$ cat src/rtl/io_pkg.sv
// Shared board I/O definitions for the 8-to-1 bit-select path (transmit select
// counter and receive-side collector).
package io_pkg;

  localparam int WORD_W = 8;
  localparam int IDX_W  = 3;

  typedef logic [IDX_W-1:0] bit_idx_t;

endpackage : io_pkg

$ cat src/rtl/serial_to_parallel_8.sv
// Collects one serial bit per accepted cycle into an 8-bit word and hands each
// completed word off through a one-entry valid/ready holding register.
module serial_to_parallel_8
  import io_pkg::*;
#(
  parameter bit LSB_FIRST = 1'b1
) (
  input  logic              clk,
  input  logic              rst_n,
  input  logic              bit_in,
  input  logic              bit_valid,
  input  logic              sync,
  output logic [WORD_W-1:0] word_out,
  output logic              word_valid,
  input  logic              word_ready,
  output bit_idx_t          bit_idx,
  output logic              overrun,
  input  logic              clr_overrun
);

  localparam bit_idx_t LAST_IDX = bit_idx_t'(WORD_W - 1);

  logic [WORD_W-1:0] r_partial;
  logic [WORD_W-1:0] r_word;
  bit_idx_t          r_idx;
  logic              r_valid;
  logic              r_overrun;

  bit_idx_t          w_cur_idx;
  bit_idx_t          w_pos;
  logic [WORD_W-1:0] w_base;
  logic [WORD_W-1:0] w_merged;
  logic              w_complete;
  logic              w_drain;
  logic              w_drop;

  // A sync restarts the frame, so the bit arriving with it is index 0 of an
  // empty word; it can therefore never complete a word on the same cycle.
  assign w_cur_idx  = sync ? '0 : r_idx;
  assign w_base     = sync ? '0 : r_partial;
  assign w_pos      = LSB_FIRST ? w_cur_idx : (LAST_IDX - w_cur_idx);
  assign w_complete = bit_valid && (w_cur_idx == LAST_IDX);
  assign w_drain    = r_valid && word_ready;
  assign w_drop     = w_complete && r_valid && !word_ready;

  always_comb begin
    w_merged        = w_base;
    w_merged[w_pos] = bit_in;
  end

  always_ff @(posedge clk or negedge rst_n) begin
    if (!rst_n) begin
      r_partial <= '0;
      r_idx     <= '0;
    end else if (bit_valid) begin
      r_partial <= w_complete ? '0 : w_merged;
      r_idx     <= w_cur_idx + bit_idx_t'(1);
    end else if (sync) begin
      r_partial <= '0;
      r_idx     <= '0;
    end
  end

  // Holding register: a completion refills it if it is empty or draining now.
  always_ff @(posedge clk or negedge rst_n) begin
    if (!rst_n) begin
      r_word  <= '0;
      r_valid <= 1'b0;
    end else if (w_complete && (!r_valid || word_ready)) begin
      r_word  <= w_merged;
      r_valid <= 1'b1;
    end else if (w_drain) begin
      r_valid <= 1'b0;
    end
  end

  always_ff @(posedge clk or negedge rst_n) begin
    if (!rst_n) begin
      r_overrun <= 1'b0;
    end else if (w_drop) begin
      r_overrun <= 1'b1;
    end else if (clr_overrun) begin
      r_overrun <= 1'b0;
    end
  end

  assign word_out   = r_word;
  assign word_valid = r_valid;
  assign bit_idx    = r_idx;
  assign overrun    = r_overrun;

endmodule : serial_to_parallel_8
$ cat config.mk
export PLATFORM = sky130hd
export DESIGN_NAME = serial_to_parallel_8
export DESIGN_NICKNAME = d
export VERILOG_FILES = /design/src/rtl/io_pkg.sv /design/src/rtl/serial_to_parallel_8.sv
export SDC_FILE = /design/constraint.sdc
export NUM_CORES = 1
export LEC_CHECK = 0
export ABC_AREA = 1
export CORE_MARGIN = 4
export CORE_UTILIZATION = 40
export DETAILED_ROUTE_END_ITERATION = 7
export PLACE_DENSITY = 0.74
export REMOVE_ABC_BUFFERS = 1
export SETUP_SLACK_MARGIN = 0.3
export SLEW_MARGIN = 20
export SYNTH_ARGS = -nofsm -noshare
export SYNTH_HDL_FRONTEND = slang
export SYNTH_SLANG_ARGS = --single-unit
$ cat constraint.sdc
create_clock -name clk -period 2.7 [get_ports clk]
set_input_delay 0.27 -clock clk [delete_from_list [all_inputs] [get_ports clk]]
set_output_delay 0.27 -clock clk [all_outputs]
set_load 0.01 [all_outputs]
# [After elaboration in Yosys (flattened, before gate mapping)]
# Cells that the tools add are included.
[word_totals] ff_bits=21 inputBits=7 out_inout_bits=13 wordCells=32
[classes] addsub=1 order_cmp=2 n_eq_ne=1 muxes=12 reduce_logical=11
[ops] cell="$mux 8" count=3
[ops] cell="$bwmux 8" count=1
[ops] cell="$logic_and 1x1->1" count=6
[ops] cell="$mux 3" count=2
[ops] cell="$mux 1" count=5
[ops] cell="$lt 3x4->1 const B" count=1
[ops] cell="$reduce_bool 2->1" count=2
[ops] cell="$add 3x1->3 const B" count=1
[ops] cell="$demux 1 s3" count=1
[ops] cell="$eq 3x3->1 const B" count=1
[ops] cell="$ge 3x1->1 const B" count=1
[ops] cell="$logic_not 1->1" count=2
[ops] cell="$logic_or 1x1->1" count=1

# [Logic depth before layout (Yosys ltp)]
# Gate-level depths: netlist of the first run.
[logic_depth] depth_word=8 depth_mapped=10 ltp_nobuf=9

# [Least setup slack after synthesis of the first run]
# No wires, ideal clock.
[synth_timing] path_type="reg2reg" start="register r_idx[0] (netlist: bit_idx[0])" end="register r_word[4] (netlist: word_out[4])" setup_ns=0.118 arrival_time_ns=1.419 required_ns=2.582 setup_slack_ns=1.164 stages_incl_launch_ff=10 n_path_buf=1 period_less_slack_ns=1.536 cell_sequence="dfrtp_1 > buf_2 > inv_2 > nor2_2 > ha_1 > nand2_1 > nor2_4 > inv_2 > nand2_1 > nand2_1"
[synth_via] elab_chain_cells=6 elab_cells_between_ends=10 classes_between="order compare (2); eq/ne (1); mux (4); reduce/logical (3)"
[synth_lines] element="from (decl)" line_no="serial_to_parallel_8.sv:25" text="bit_idx_t r_idx;"
[synth_lines] element="from (signal assigned)" line_no="serial_to_parallel_8.sv:57" text="r_idx <= w_cur_idx + bit_idx_t'(1);"
[synth_lines] element="$mux 3 (*)"
[synth_lines] element="$lt 3x4->1 (not written as such) or $ge 3x1->1 (tied branches)" line_no="serial_to_parallel_8.sv:48" text="w_merged[w_pos] = bit_in;"
[synth_lines] element="$logic_and 1x1->1 (not written as such)" line_no="serial_to_parallel_8.sv:48"
[synth_lines] element="$mux 1 (not written as such)" line_no="serial_to_parallel_8.sv:48"
[synth_lines] element="$demux 1 s3" line_no="serial_to_parallel_8.sv:48"
[synth_lines] element="$bwmux 8" line_no="serial_to_parallel_8.sv:48"
[synth_lines] element="to (signal assigned)" line_no="serial_to_parallel_8.sv:70" text="r_word <= w_merged;"
[synth_lines] element="to (decl)" line_no="serial_to_parallel_8.sv:24" text="logic [WORD_W-1:0] r_word;"
# Mark *: on every way between the ends. The rest lies on a longest branch, timed or not.
# A chain may end at the register's enable or synchronous reset.

# [Worst setup path in the final report of the first run]
[layout_timing] start="input sync" end="register r_word[6] (netlist: word_out[6])"
[layout_via] elab_chain_cells=6 elab_cells_between_ends=11 classes_between="order compare (2); eq/ne (1); mux (5); reduce/logical (3)"
[layout_lines] element="from (decl)" line_no="serial_to_parallel_8.sv:12" text="input logic sync,"
[layout_lines] element="$mux 3"
[layout_lines] element="$lt 3x4->1 (not written as such) or $ge 3x1->1 (tied branches)" line_no="serial_to_parallel_8.sv:48"
[layout_lines] element="$logic_and 1x1->1 (not written as such)" line_no="serial_to_parallel_8.sv:48"
[layout_lines] element="$mux 1 (not written as such)" line_no="serial_to_parallel_8.sv:48"
[layout_lines] element="$demux 1 s3" line_no="serial_to_parallel_8.sv:48"
[layout_lines] element="$bwmux 8" line_no="serial_to_parallel_8.sv:48"
# Several ways; a longest one is shown, not always the timed one.

==> reports/results.txt, run 1 <==
In the final layout, the multi-input gates occupy 493 sq um. The root buffer cell was sky130_fd_sc_hd__clkbuf_4. Total number of nets in the final design: 164. For the remaining number of nets flagged by the antenna check after routing, the log shows 0. The reported max-cap violation count was 0; the first-pass iteration count of the detailed router was 4.

Based on the critical path, the design can be clocked at up to 511 MHz. The class of the most critical setup path was input port to flop. Dividing the detail-routed wire length by the instance count gives 13.2 um. Counting flops and latches in the post-synthesis netlist gives 21. The share of the synthesized area in the top cell type was 0.488. By area the synthesized netlist is led by sky130_fd_sc_hd__dfrtp_1, sky130_fd_sc_hd__nand2_1, sky130_fd_sc_hd__nand3_1.

The standard cell with the maximum stage delay on the critical path is sky130_fd_sc_hd__clkdlybuf4s50_1. From synthesis to final layout, the design area changed by 21.7%. The clock transition at the register clock pins on the worst setup and hold paths after CTS works out to 0.12 ns. H-tree depth: 1.

The number of antenna diodes in the final layout is 0. The tools report the max-slew violation count as 0. The warning count from the yosys run is 0. The worst path buffer plus inverter count is 3.

The share of cell area taken by muxes after synthesis came out at 0. Among all flip-flop cells after synthesis, the most frequent one is sky130_fd_sc_hd__dfrtp_1. The number of antenna violations at the first check in global routing was 0; the number of clock sinks was 21. Setup slack on the worst reg-to-reg path comes out at 0.99 ns. Dividing the synthesized area by the synthesized cell count gives 7.98 sq um. In this run the tool buffered the top-level ports with 19 buffer cells. The floorplan step set the die width to 59.9 um. The floorplan has 18 rows. The pin count of the biggest net entering global routing is 22, and the layout filler cell count is 243. Synthesized-area fraction occupied by ao, oa, aoi and oai cells: 0.0325. The hold buffer count at CTS was 0.

Walking the worst path, the cells encountered are clkdlybuf4s50_1, inv_2, nand2_2, nor2_2, ha_1, nand2_1, nor2_4, inv_2, nand2_1, nand2_1. STA classifies the critical path startpoint as an input port. After technology mapping, the gate count stands at 135. The fraction of synthesis flops using an asynchronous set or reset pin was 1.00. The post-synthesis adder-cell area fraction works out to 0.0116.

By instance count, the cell type seen most on the critical path is sky130_fd_sc_hd__nand2_1. The clock latency at the later pin of the worst-skew pair came out at 0.31 ns. Power spread over the standard cell area amounts to 454 nW/um^2. The xor/xnor share of the synthesized area is 0.00813, and the count of flip-flops with a built-in enable after synthesis is 0.

The fraction of the yosys area taken by sequential cells was 0.488. The dominant cell type by area after synthesis was sky130_fd_sc_hd__dfrtp_1. For the setup TNS, the log shows 0 ns. The tools report the total clock buffers created by CTS as 3. STA classifies the critical path endpoint as a flop. After detailed routing, the number of remaining DRC violations is 0. In this run the cell area measured after placement is 1280 sq um.

The clock skew after layout is 0.00194 ns. The buffer levels on the longest clock path was 2. The leakage dissipation is 0.640 nW, and the overall die height is 59.9 um. The run gives 0 as the final count of hold timing violations. By count the netlist is led by sky130_fd_sc_hd__nand2_1, sky130_fd_sc_hd__nand3_1, sky130_fd_sc_hd__dfrtp_1, sky130_fd_sc_hd__inv_2, sky130_fd_sc_hd__nand4_1.

The logs give 0.382 for the worst slew margin relative to its limit and 0 for the setup-violating endpoint count in the final report. Once detailed placement completed, the half-perimeter wirelength came to 1820 um. The logs give 18 for the number of distinct standard cells referenced by the synthesized netlist and 0.226 for the met1 global-route usage. The number of global-route vias before repair is 925. The met3 track demand over resource was 0.0302.

STA puts the critical path data required time at 2.91 ns. The flow ran to the end, and the final reports show no timing, DRC or antenna violations. Worst hold-check path type: input port to async pin. Gates resized during post-CTS repair numbered 0. The minimum clock period was 1.96 ns.

The share of cells above drive strength 1 works out to 0.123. Die footprint: 3590 sq um. The weighted congestion at the end of routability-driven global placement is 0.876. Summed over all layers, the routed wires come to 2450 um. The first global-routing pass estimated 4310 um of wire.

TritonCTS built the clock tree. The largest single stage delay on the critical path is 0.54 ns. The maximum fanout encountered on the critical timing path was 20; the number of top-level pins was 20. After routing the design area is 1310 sq um.

Global routing usage summed across all routing layers: 0.161. The post-route core utilization was 0.520. Largest family of logic cells by synthesized area: simple AND/OR/NAND/NOR gates.

The period utilization is 0.725. The first-iteration detailed-routing DRC count is 49. Buffers added to address setup during post-CTS repair amount to 0.

The worst endpoint data arrival time was 2.17 ns. Summed over all layers, the global routing overflow is 0. The worst-case IR drop observed on VDD is 0.409 mV. The effective utilization at floorplan was 0.427.

The highest-utilization routing layer at the global route stage was met2. Among cell families on the critical path, the largest total delay comes from buffers and inverters. Setup repair after global routing left no endpoint under its margin. Detailed routing inserted a total of 978 vias. By instance count, the leading cell after synthesis is sky130_fd_sc_hd__nand2_1.

The sequential cells in the finished layout cover a total of 526 sq um. The area share of and/or/nand/nor cells after synthesis came out at 0.405. The number of vias per cell after detailed routing is 5.29, and the actual slew at the worst max-slew pin is 0.925 ns. The met2 usage came out at 0.245.

The total area inside the core boundary comes to 2520 sq um. In this run the cell area of the synthesized design comes to 1080 sq um.
stage by stage:
stage / hold slack [ns] / setup WS, ns / power [mW] / std cells
2_1_floorplan: -0.0256 / 1.18 / 0.399 / 132
3_3_place_gp: 0.471 / 0.474 / 0.442 / 181
3_5_place_dp: 0.472 / 0.422 / 0.445 / 181
4_1_cts: 0.500 / 0.742 / 0.596 / 185
5_1_grt: 0.537 / 0.570 / 0.623 / 185
6_report: 0.461 / 0.742 / 0.595 / 185
power breakdown:
group | internal [mW] | leakage [nW] | switching [mW] | total (mW)
Sequential | 0.327 | 0.288 | 0.0180 | 0.345
Clock | 0.0555 | 0.0177 | 0.0998 | 0.155
Combinational | 0.0356 | 0.335 | 0.0594 | 0.0950
final cells by class:
class | count | area share
tap | 30 | 0.0286
clock inverter | 1 | 0.00382
clock buffer | 3 | 0.0172
sequential | 21 | 0.401
multi-input combinational | 101 | 0.376
timing repair buffer | 19 | 0.145
inverter | 10 | 0.0286
path summary, 6_finish.rpt:
path | cells after the start | startpoint | endpoint
min in group clk | 2 | word_out[5]$_DFFE_PN0P_ | word_out[5]$_DFFE_PN0P_
setup reg to reg | 8 | bit_idx[2]$_DFF_PN0_ | word_out[6]$_DFFE_PN0P_
max in group asynchronous | 1 | rst_n | r_partial[5]$_DFF_PN0_
hold / removal | 1 | rst_n | word_out[6]$_DFFE_PN0P_
setup / recovery | 10 | sync | word_out[6]$_DFFE_PN0P_
hold reg to reg | 2 | word_out[5]$_DFFE_PN0P_ | word_out[5]$_DFFE_PN0P_
sequential cells by signal, summed over array words and instances (netlist names):
register and flops:
bit_idx 3, word_out 8, word_valid 1, r_partial 8, overrun 1
cell families (layout without fill, tap and decap cells):
family                     after synthesis  after routing
DFF                                     21             21
buffers and inverters                   13             33
xor gates and xnor gates                 1              1
AOI/OAI and AO/OA                        6              6
adders and majority gates                1              1
and+or+nand+nor                         93             93
layer usage:
metal,wire [um],up-vias
li1,-,486
met1,1080,451
met2,1150,36
met3,166,5
met4,45,0
met5,0,-
placed cells by master, fill, tap and decap left out, drive strengths merged:
cell type	Yosys	final
nand2	48	48
nand3	32	32
dfrtp	21	21
clkdlybuf4s50	0	19
inv	10	10
nor2	8	8
nand4	5	5
o21ai	5	5
clkbuf	0	3
xor2	1	1
o22ai	1	1
ha	1	1
clkinv	0	1
worst register-to-register path, cell delays in order, from the launching register on:
cell	delay, ns
sky130_fd_sc_hd__dfrtp_1	0.52
sky130_fd_sc_hd__inv_2	0.11
sky130_fd_sc_hd__nor2_4	0.17
sky130_fd_sc_hd__ha_1	0.21
sky130_fd_sc_hd__nand2_1	0.12
sky130_fd_sc_hd__nor2_4	0.24
sky130_fd_sc_hd__inv_2	0.11
sky130_fd_sc_hd__nand2_1	0.07
sky130_fd_sc_hd__nand2_1	0.06
No activity file was read; power rests on OpenSTA's default activity.
==> run 2, diff against run 1 <==
Settings changed: PLACE_DENSITY 0.74 to 0.76.
Clock period 2.7 ns to 1.75 ns, I/O delays scaled along.
==> reports/results.txt, run 2 (synthesis results as in run 1) <==
Number of global-route vias before repair: 949. The number of top-level pins is 20, and the first-iteration detailed-routing DRC count is 35. Summed over all cells, the static leakage comes to 0.745 nW. The power density of the placed cells came out at 654 nW/um^2. In the routed layout, each cell is associated on average with a via count of 5.31. The die covers 3590 sq um.

For the buffer levels on the longest clock path, the log shows 2. At the pin with the least slew margin, the transition time is 0.299 ns. The number of antenna violations at the first check in global routing is 0, and the worst path buffer plus inverter count is 1. In the final routed layout, each cell accounts on average for 13.1 um. The logs give 0.00867 ns for the post-placement setup slack and 0 for the reported max-cap violation count.

Element type at the critical path start: a flop. The signal on the critical path passes through clkdlybuf4s50_1. After floorplanning, the core was sized to cover 2520 sq um.

Clock tree synthesis inserted a total of 3 buffers. The worst register-to-register path has a setup slack of 0.41 ns. The worst setup path is captured at a primary output.

The clock arrives with 0.00928 ns of skew. Setup repair after global routing could not meet its margin everywhere. The overall die height works out to 59.9 um.

Measured in cells, the most critical reg-to-reg path has a length of 8. The most frequent standard cell in the layout excluding fill and tap cells is sky130_fd_sc_hd__nand2_1. The weighted congestion at the end of routability-driven global placement was 0.882; the setup-violating endpoint count in the final report was 0.

The final count of hold timing violations is 0, and the minimum clock period is 1.39 ns. The worst slew margin relative to its limit came out at 0.800. The top cell types in the final layout, fill and taps aside, are sky130_fd_sc_hd__nand2_1, sky130_fd_sc_hd__nand3_1, sky130_fd_sc_hd__dfrtp_1, sky130_fd_sc_hd__clkdlybuf4s50_1, sky130_fd_sc_hd__buf_4. The effective utilization at floorplan is 0.427, and the layout filler cell count is 236. The count of buffers added on input and output ports is 19. The run gives 527 sq um as the area occupied by registers. Once detail routing completed, the nets flagged for antenna violations numbered 0.

First-pass GRT wire length: 4100 um. For the area of the multi-input gates, the log shows 518 sq um. The post-detailed-route DRC marker count is 0.

TritonCTS built the clock tree. In this design, the largest share of critical-path delay is due to buffers and inverters. The logs give 0.360 ns for the worst setup margin and 0 for the count of inserted antenna diode cells.

The global routing usage summed across all routing layers came out at 0.152. Max-slew violation count: 0. The class of the most critical setup path is flop to primary output. The wire-length estimate of the detail-placed layout is 1860 um.

At the worst endpoint, the arrival time is 1.22 ns. The final route contains 1031 vias. The share of cells above drive strength 1 came out at 0.183. The period utilization was 0.794. The floorplan has 18 rows. VDD sags by at most 0.658 mV. Aggregate global routing overflow: 0.

Along the worst path, the maximum fanout reaches 2. The area growth from synthesis to layout is 31.9%. Entering global routing, the biggest net connects 22 pins. Wires add up to 2550 um. The clock transition at the register clock pins on the worst setup and hold paths after CTS is 0.12 ns, and the clock latency at the later pin of the worst-skew pair is 0.30 ns. The horizontal die dimension is 59.9 um. The path class of the tightest hold or removal check is input port to async pin. For the post-route core utilization, the log shows 0.563. In this design, the stage delay of the slowest critical-path cell is 0.55 ns.

The tools report the beginning of the worst register-to-register path as bit_idx[2]$_DFF_PN0_. Standard cell with the maximum stage delay on the critical path: sky130_fd_sc_hd__clkdlybuf4s50_1. The fmax is 719 MHz, and the first-pass iteration count of the detailed router is 4.

The number of clock sinks was 21. The run finished with clean final reports. The final layout contains 173 nets.

The worst register-to-register path ends at word_out[5]$_DFFE_PN0P_. The setup TNS is 0 ns. The run gives 1 as the H-tree depth.

Root buffer cell: sky130_fd_sc_hd__clkbuf_4. For the worst setup path, the data required time is 1.57 ns.
==> run 2: cell types whose count changed in the layout (fill, tap and decap cells not counted), sizes merged <==
cell	change
clkbuf	+1
dlymetal6s2s	+3
dlygate4sd2	+2
clkinv	-1
clkdlybuf4s50	-5
buf	+9
==> run 2: power by group <==
group | leakage (nW) | total [mW] | switching [mW] | internal (mW)
combinational | 0.443 | 0.182 | 0.115 | 0.0667
clock | 0.0150 | 0.231 | 0.142 | 0.0889
sequential | 0.286 | 0.517 | 0.0120 | 0.505
total | 0.745 | 0.930 | 0.270 | 0.660
==> run 2: worst max-delay path by stage <==
stage | start | end | slack (ns) | cells past startpoint
floorplan | bit_idx[0]$_DFF_PN0_ | word_out[3]$_DFFE_PN0P_ | 0.23 | 8
global placement | sync | word_out[7]$_DFFE_PN0P_ | 0.06 | 9
detailed placement | sync | word_out[0]$_DFFE_PN0P_ | 0.009 | 9
CTS | bit_idx[2]$_DFF_PN0_ | bit_idx[2] | 0.30 | 1
global route | bit_idx[0]$_DFF_PN0_ | word_out[5]$_DFFE_PN0P_ | 0.29 | 8
finish | word_out[6]$_DFFE_PN0P_ | word_out[6] | 0.36 | 1
==> run 2: per-layer routing <==
metal  vias up  GRT usage  wire length [um]
li1        509          -                 -
met5         -          0                 0
met4         0     0.0538                42
met3         6     0.0475               179
met1       481      0.199              1060
met2        35      0.236              1270
==> run 2: repair_timing <==
item,4_1_cts,5_1_grt
setup endpoints to repair,11,15
hold buffers,0,0
resized for setup,3,8
buffers inserted,1,0
pin swaps,0,1
==> run 2: cell type report <==
cell class              count  area share
repair buffers             28       0.194
flip-flops and latches     21       0.371
clock buffers               4      0.0185
well taps                  30      0.0264
inverters                  10      0.0264
multi-input cells         101       0.364
==> run 2: metrics by stage <==
stage	cell area [sq um]	hold WS [ns]	power (mW)	cells
floorplan	1060	-0.121	0.616	132
global placement	1360	0.468	0.698	189
detailed placement	1360	0.472	0.703	189
CTS	1390	0.203	0.931	194
global route	1420	0.227	0.974	194
finish	1420	0.199	0.930	194
